$ cat src/rtl/master_tx_port.sv
// Serial master transmit port: handshake, then LSB-first header and burst beats; first bit rides the handshake cycle.
// Waits on slave_ready up to TIMEOUT cycles; burst beats are pulled from the core via data_req, one gap cycle each.
module master_tx_port #(
  parameter int ADDR_WIDTH  = 12,
  parameter int DATA_WIDTH  = 8,
  parameter int BURST_WIDTH = 13,
  parameter int TIMEOUT     = 255
) (
  input  logic                   clk,
  input  logic                   reset,
  input  logic                   req,
  input  logic                   req_write,
  input  logic [ADDR_WIDTH-1:0]  req_addr,
  input  logic [DATA_WIDTH-1:0]  req_data,
  input  logic [BURST_WIDTH-1:0] req_burst,
  input  logic                   slave_ready,
  output logic                   master_valid,
  output logic                   tx_address,
  output logic                   tx_data,
  output logic                   tx_burst,
  output logic                   read_en,
  output logic                   write_en,
  output logic                   busy,
  output logic                   data_req,
  output logic                   done,
  output logic                   timeout_err
);

  localparam int BCW     = BURST_WIDTH - 1;
  localparam int HDR_ONE = (ADDR_WIDTH > DATA_WIDTH) ? ADDR_WIDTH : DATA_WIDTH;
  localparam int HDR_MAX = (BURST_WIDTH > HDR_ONE) ? BURST_WIDTH : HDR_ONE;
  localparam int CW      = $clog2(HDR_MAX + 1);

  localparam logic [CW-1:0] HDR_LAST_SINGLE = CW'(HDR_ONE - 1);
  localparam logic [CW-1:0] HDR_LAST_BURST  = CW'(HDR_MAX - 1);
  localparam logic [CW-1:0] BEAT_LAST       = CW'(DATA_WIDTH - 1);
  localparam logic [7:0]    TIMEOUT_CNT     = 8'(TIMEOUT);

  typedef enum logic [2:0] {IDLE, WAIT_HS, HEADER, BEAT_GAP, BEAT, FINISH} state_t;

  state_t                 state, state_n;
  logic                   wr_q, flag_q;
  logic [ADDR_WIDTH-1:0]  addr_sr;
  logic [DATA_WIDTH-1:0]  data_sr;
  logic [BURST_WIDTH-1:0] burst_sr;
  logic [BCW-1:0]         beat_total, beat_cnt;
  logic [CW-1:0]          bit_cnt;
  logic [7:0]             wait_cnt;
  logic                   hs, timed_out, hdr_end, beat_end, more_beats;

  assign timed_out  = (wait_cnt == TIMEOUT_CNT);
  assign hdr_end    = (bit_cnt == (flag_q ? HDR_LAST_BURST : HDR_LAST_SINGLE));
  assign beat_end   = (bit_cnt == BEAT_LAST);
  assign more_beats = (({1'b0, beat_cnt} + BURST_WIDTH'(1)) < {1'b0, beat_total});
  assign busy       = (state != IDLE);

  always_comb begin
    state_n      = state;
    hs           = 1'b0;
    master_valid = 1'b0;
    tx_address   = 1'b0;
    tx_data      = 1'b0;
    tx_burst     = 1'b0;
    read_en      = 1'b0;
    write_en     = 1'b0;
    data_req     = 1'b0;
    done         = 1'b0;
    timeout_err  = 1'b0;
    case (state)
      IDLE: begin
        if (req) state_n = WAIT_HS;
      end
      WAIT_HS: begin
        if (timed_out) begin
          timeout_err = 1'b1;
          state_n     = IDLE;
        end else begin
          master_valid = 1'b1;
          read_en      = !wr_q;
          write_en     = wr_q;
          tx_address   = addr_sr[0];
          tx_data      = wr_q & data_sr[0];
          tx_burst     = burst_sr[0];
          if (slave_ready) begin
            hs      = 1'b1;
            state_n = HEADER;
          end
        end
      end
      HEADER: begin
        read_en    = !wr_q;
        write_en   = wr_q;
        tx_address = addr_sr[0];
        tx_data    = wr_q & data_sr[0];
        tx_burst   = burst_sr[0];
        if (hdr_end)
          state_n = (wr_q && flag_q && (beat_total != '0)) ? BEAT_GAP : FINISH;
      end
      BEAT_GAP: begin
        read_en  = !wr_q;
        write_en = wr_q;
        data_req = 1'b1;
        state_n  = BEAT;
      end
      BEAT: begin
        read_en  = !wr_q;
        write_en = wr_q;
        // first bit of a beat comes straight from the core; the rest from the shifter
        tx_data  = (bit_cnt == '0) ? req_data[0] : data_sr[0];
        if (beat_end) state_n = more_beats ? BEAT_GAP : FINISH;
      end
      FINISH: begin
        done    = 1'b1;
        state_n = IDLE;
      end
      default: state_n = IDLE;
    endcase
  end

  always_ff @(posedge clk or posedge reset) begin
    if (reset) begin
      state      <= IDLE;
      wr_q       <= 1'b0;
      flag_q     <= 1'b0;
      addr_sr    <= '0;
      data_sr    <= '0;
      burst_sr   <= '0;
      beat_total <= '0;
      beat_cnt   <= '0;
      bit_cnt    <= '0;
      wait_cnt   <= '0;
    end else begin
      state <= state_n;
      case (state)
        IDLE: begin
          if (req) begin
            wr_q       <= req_write;
            flag_q     <= req_burst[0];
            addr_sr    <= req_addr;
            data_sr    <= req_data;
            burst_sr   <= req_burst[0] ? req_burst : '0;
            beat_total <= req_burst[BURST_WIDTH-1:1];
            beat_cnt   <= '0;
            bit_cnt    <= '0;
            wait_cnt   <= '0;
          end
        end
        WAIT_HS: begin
          if (hs) begin
            addr_sr  <= addr_sr >> 1;
            data_sr  <= data_sr >> 1;
            burst_sr <= burst_sr >> 1;
            bit_cnt  <= CW'(1);
          end else if (!timed_out) begin
            wait_cnt <= wait_cnt + 8'd1;
          end
        end
        HEADER: begin
          addr_sr  <= addr_sr >> 1;
          data_sr  <= data_sr >> 1;
          burst_sr <= burst_sr >> 1;
          bit_cnt  <= hdr_end ? '0 : bit_cnt + CW'(1);
        end
        BEAT_GAP: bit_cnt <= '0;
        BEAT: begin
          data_sr <= (bit_cnt == '0) ? (req_data >> 1) : (data_sr >> 1);
          if (beat_end) begin
            bit_cnt  <= '0;
            beat_cnt <= beat_cnt + BCW'(1);
          end else begin
            bit_cnt  <= bit_cnt + CW'(1);
          end
        end
        default: ;
      endcase
    end
  end

endmodule
$ cat config.mk
export PLATFORM = sky130hd
export DESIGN_NAME = master_tx_port
export DESIGN_NICKNAME = d
export VERILOG_FILES = /design/src/rtl/master_tx_port.sv
export SDC_FILE = /design/constraint.sdc
export NUM_CORES = 1
export LEC_CHECK = 0
export ABC_AREA = 1
export ABC_CLOCK_PERIOD_IN_PS = 2100
export BUFFER_PORTS_ARGS = -buffer_cell sky130_fd_sc_hd__buf_2
export CAP_MARGIN = 20
export CORE_MARGIN = 3
export CORE_UTILIZATION = 30
export CTS_BUF_LIST = sky130_fd_sc_hd__clkbuf_8
export DETAILED_ROUTE_END_ITERATION = 10
export SLEW_MARGIN = 5
export SYNTH_ARGS = -nofsm -noshare
export SYNTH_HDL_FRONTEND = slang
export SYNTH_SLANG_ARGS = --single-unit
$ cat constraint.sdc
create_clock -name clk -period 2.1 [get_ports clk]
set_input_delay 0.105 -clock clk [delete_from_list [all_inputs] [get_ports clk]]
set_output_delay 0.105 -clock clk [all_outputs]
set_load 0.1 [all_outputs]
==> reports/qor.yml <==
clock_tree:
  cts_buffers: 9
  clockBufferDepth: 2
  clk_pin_slew_ns: 0.08
  worstSkewPairLatency_ns: 0.36
  cts_tree: "done"
  clock_sinks: 74
  cts-root-buf: "clkbuf_8"
  h-tree-depth: 3
route:
  vias: 4050
  highest_layer: "met4"
  drtPass1Iterations: 4
  wl_met2_mm: 4.98
  wl_per_cell_um: 12.4
  viasPerCell: 4.62
  route.detailed.drc: 0
  dr_wl_met3_um: 410
  first_iter_violations: 195
  drtAntennaViolNets: 0
  wl_met1_mm: 5.26
  routed_wirelength_mm: 10.9
synthesis:
  yosys_warnings: 0
  post_synth_inst_count: 602
  synth_edf_count: 0
  avgSynthCellArea_um2: 7.56
  syn_nets: 655
  synth_seq_cells: 74
  seq_area_frac_synth: 0.407
  synth_flop_cell: "dfrtp_1"
  ys_types: 37
  netlist_area_mm2: 0.00455
  async_flop_share: 1.00
power:
  leakage_nw: 2.95
  p_total_mw: 7.67
  powerDensity_mw_per_mm2: 1350
  ir_drop_mv: 0.701
die:
  start_util: 0.309
  io_pins: 48
  dieArea_mm2: 0.0167
  die_y_um: 129
  core_area_mm2: 0.0147
  rows: 44
  chipWidth_um: 129
grt:
  antenna_found_initial: 0
  grt_max_degree: 66
  gr-total-overflow: 0
  grt_pass1_wl_mm: 18.5
  gr-usage-all-layers: 0.137
  first_global_vias: 3857
setup_path:
  worstPathRequired_ns: 2.34
  worstSetupPathType: "flop to flop"
  cp-start-kind: "flop"
  rr_worst_depth: 15
  cp-end-kind: "flop"
  worst_ep_arrival_time_ns: 2.37
  crit_fanout: 3
timing:
  drv_slew: 0
  setup_tns_ns: -0.0477
  fin_crit_sh: 1.01
  skew_ns: 0.0137
  period_minus_slack_ns: 2.13
  fmax_mhz: 470
  rsz0062_at_grt: "true"
  worst_pin_slew_ns: 0.524
  maxSlewHeadroom: 0.653
  hold_viol_final: 0
  layout_setup_ws_ns: -0.0284
  setup_viol: 2
job:
  drv_cap: 0
placed_design:
  dp_hpwl_mm: 7.81
  place.gp.congestion: 0.852
  io_buffers: 47
  placed_cells: 843
  place_ws_ns: -0.101
layout:
  stdcell_count: 877
  drive_gt1_frac: 0.261
  synthToLayoutAreaGrowth_pct: 25.3
  antenna_cells: 0
  nets: 741
hold_path:
  whs_path_depth: 2
  hp-class: "input pin to flop"
status:
  status: "finished, violations left"
  violations: "negative setup slack"
final cells by class:
type | count | area [um^2]
Inverter | 91 | 344
Sequential cell | 74 | 1850
Timing Repair Buffer | 92 | 698
Tap cell | 184 | 230
Multi-Input combinational cell | 420 | 2400
Fill cell | 1477 | 9000
Clock inverter | 7 | 55.1
Clock buffer | 9 | 124
path summary, 6_finish.rpt:
check / start / to / slack (ns)
min reg2reg: burst_sr[5] / burst_sr[5] / 0.47
max in group asynchronous: reset / beat_cnt[2] / 1.25
max reg2reg: beat_cnt[0] / state[1] / -0.03
min: req_burst[0] / flag_q / 0.02
max: beat_cnt[0] / state[1] / -0.03
min in group asynchronous: reset / addr_sr[11] / 0.22
worst max-delay path, cell delays in order (launching register included):
cell and delay (ns):
dfrtp_1 0.43, nand3_2 0.13, nor2_4 0.13, nand4_1 0.13, or2_4 0.25, and2_4 0.14
ha_4 0.27, nand2_4 0.05, inv_2 0.04, nand2_1 0.05, a21oi_2 0.14, nor2_2 0.06
nand3_1 0.06, nand2_1 0.05, nand2_1 0.05, nand2_1 0.04
layout by cell type (no fill, tap or decap), types with 3 or more instances in the layout:
cell             n
a21oi_2          4
nand2_1        190
nand2_2          4
nor2_2           5
clkbuf_8         9
buf_2           40
or2_2            3
nand3_1         30
nand2_4          5
o21ai_1         27
inv_2           12
nand3_2          4
buf_4           41
dfrtp_1         74
o211ai_2         7
buf_12           8
inv_1           82
nand4_1          6
o21ai_0         34
nor2_1          20
nor3_1           4
ha_4             5
ha_1             9
dlygate4sd3_1    3
a21oi_1         14
o21ai_2         11
nor2_4           6
xor2_1           9
cells in the mapped netlist, types with 3 or more instances:
cell type,n,share of area
nand2_1,192,0.16
inv_1,81,0.067
dfrtp_1,74,0.41
nand3_1,35,0.039
o21ai_0,35,0.039
o21ai_1,27,0.030
nor2_1,25,0.021
a21oi_1,18,0.020
ha_1,15,0.041
inv_2,10,0.0083
o21ai_2,10,0.019
xor2_1,10,0.019
buf_6,9,0.022
o211ai_2,7,0.019
nand4_1,6,0.0083
nor3_1,5,0.0055
buf_2,4,0.0044
nand2_2,4,0.0055
nor2_2,4,0.0055
or2_2,4,0.0055
clkbuf_1,3,0.0025
nand2_4,3,0.0074
where the power goes:
part           total [mW]  switching (mW)  internal [mW]
Sequential           2.22           0.302           1.91
Combinational        4.39            2.91           1.48
Clock                1.06           0.531          0.529
state kept, by name (all words and copies together), names as in the netlist:
register,flops
addr_sr,12
beat_cnt,12
beat_total,12
bit_cnt,4
burst_sr,13
data_sr,8
flag_q,1
state,3
wait_cnt,8
wr_q,1
metrics by stage:
step,cell area (um^2),hold WS [ns],util
6_report,5700,0.0231,0.388
5_1_grt,5700,0.0215,0.388
4_1_cts,5600,0.00289,0.381
3_5_place_dp,5200,0.0482,0.354
3_3_place_gp,5200,0.0481,0.354
2_1_floorplan,4560,0.256,-
timing repair:
action,CTS,global route
endpoints found under the setup margin,7,7
gates resized for setup,22,13
pin swaps,19,18
hold buffers,3,0
hold endpoints to repair,11,0
buffers inserted,8,7
layer usage:
layer	vias up	GRT usage
met3	17	0.0268
li1	2086	-
met1	1882	0.186
met5	-	0
met2	65	0.218
met4	0	0.0500
logic make-up after synthesis:
family	count (synthesis)	share of synthesized area
buffers and inverters	108	0.106
multiplexers	2	0.00495
flip-flops	74	0.407
AO/OA/AOI/OAI	106	0.144
adder cells (fa/ha/maj)	15	0.0413
AND/OR/NAND/NOR	286	0.276
XOR/XNOR	11	0.0212
Power figures use the tool's default switching activity.
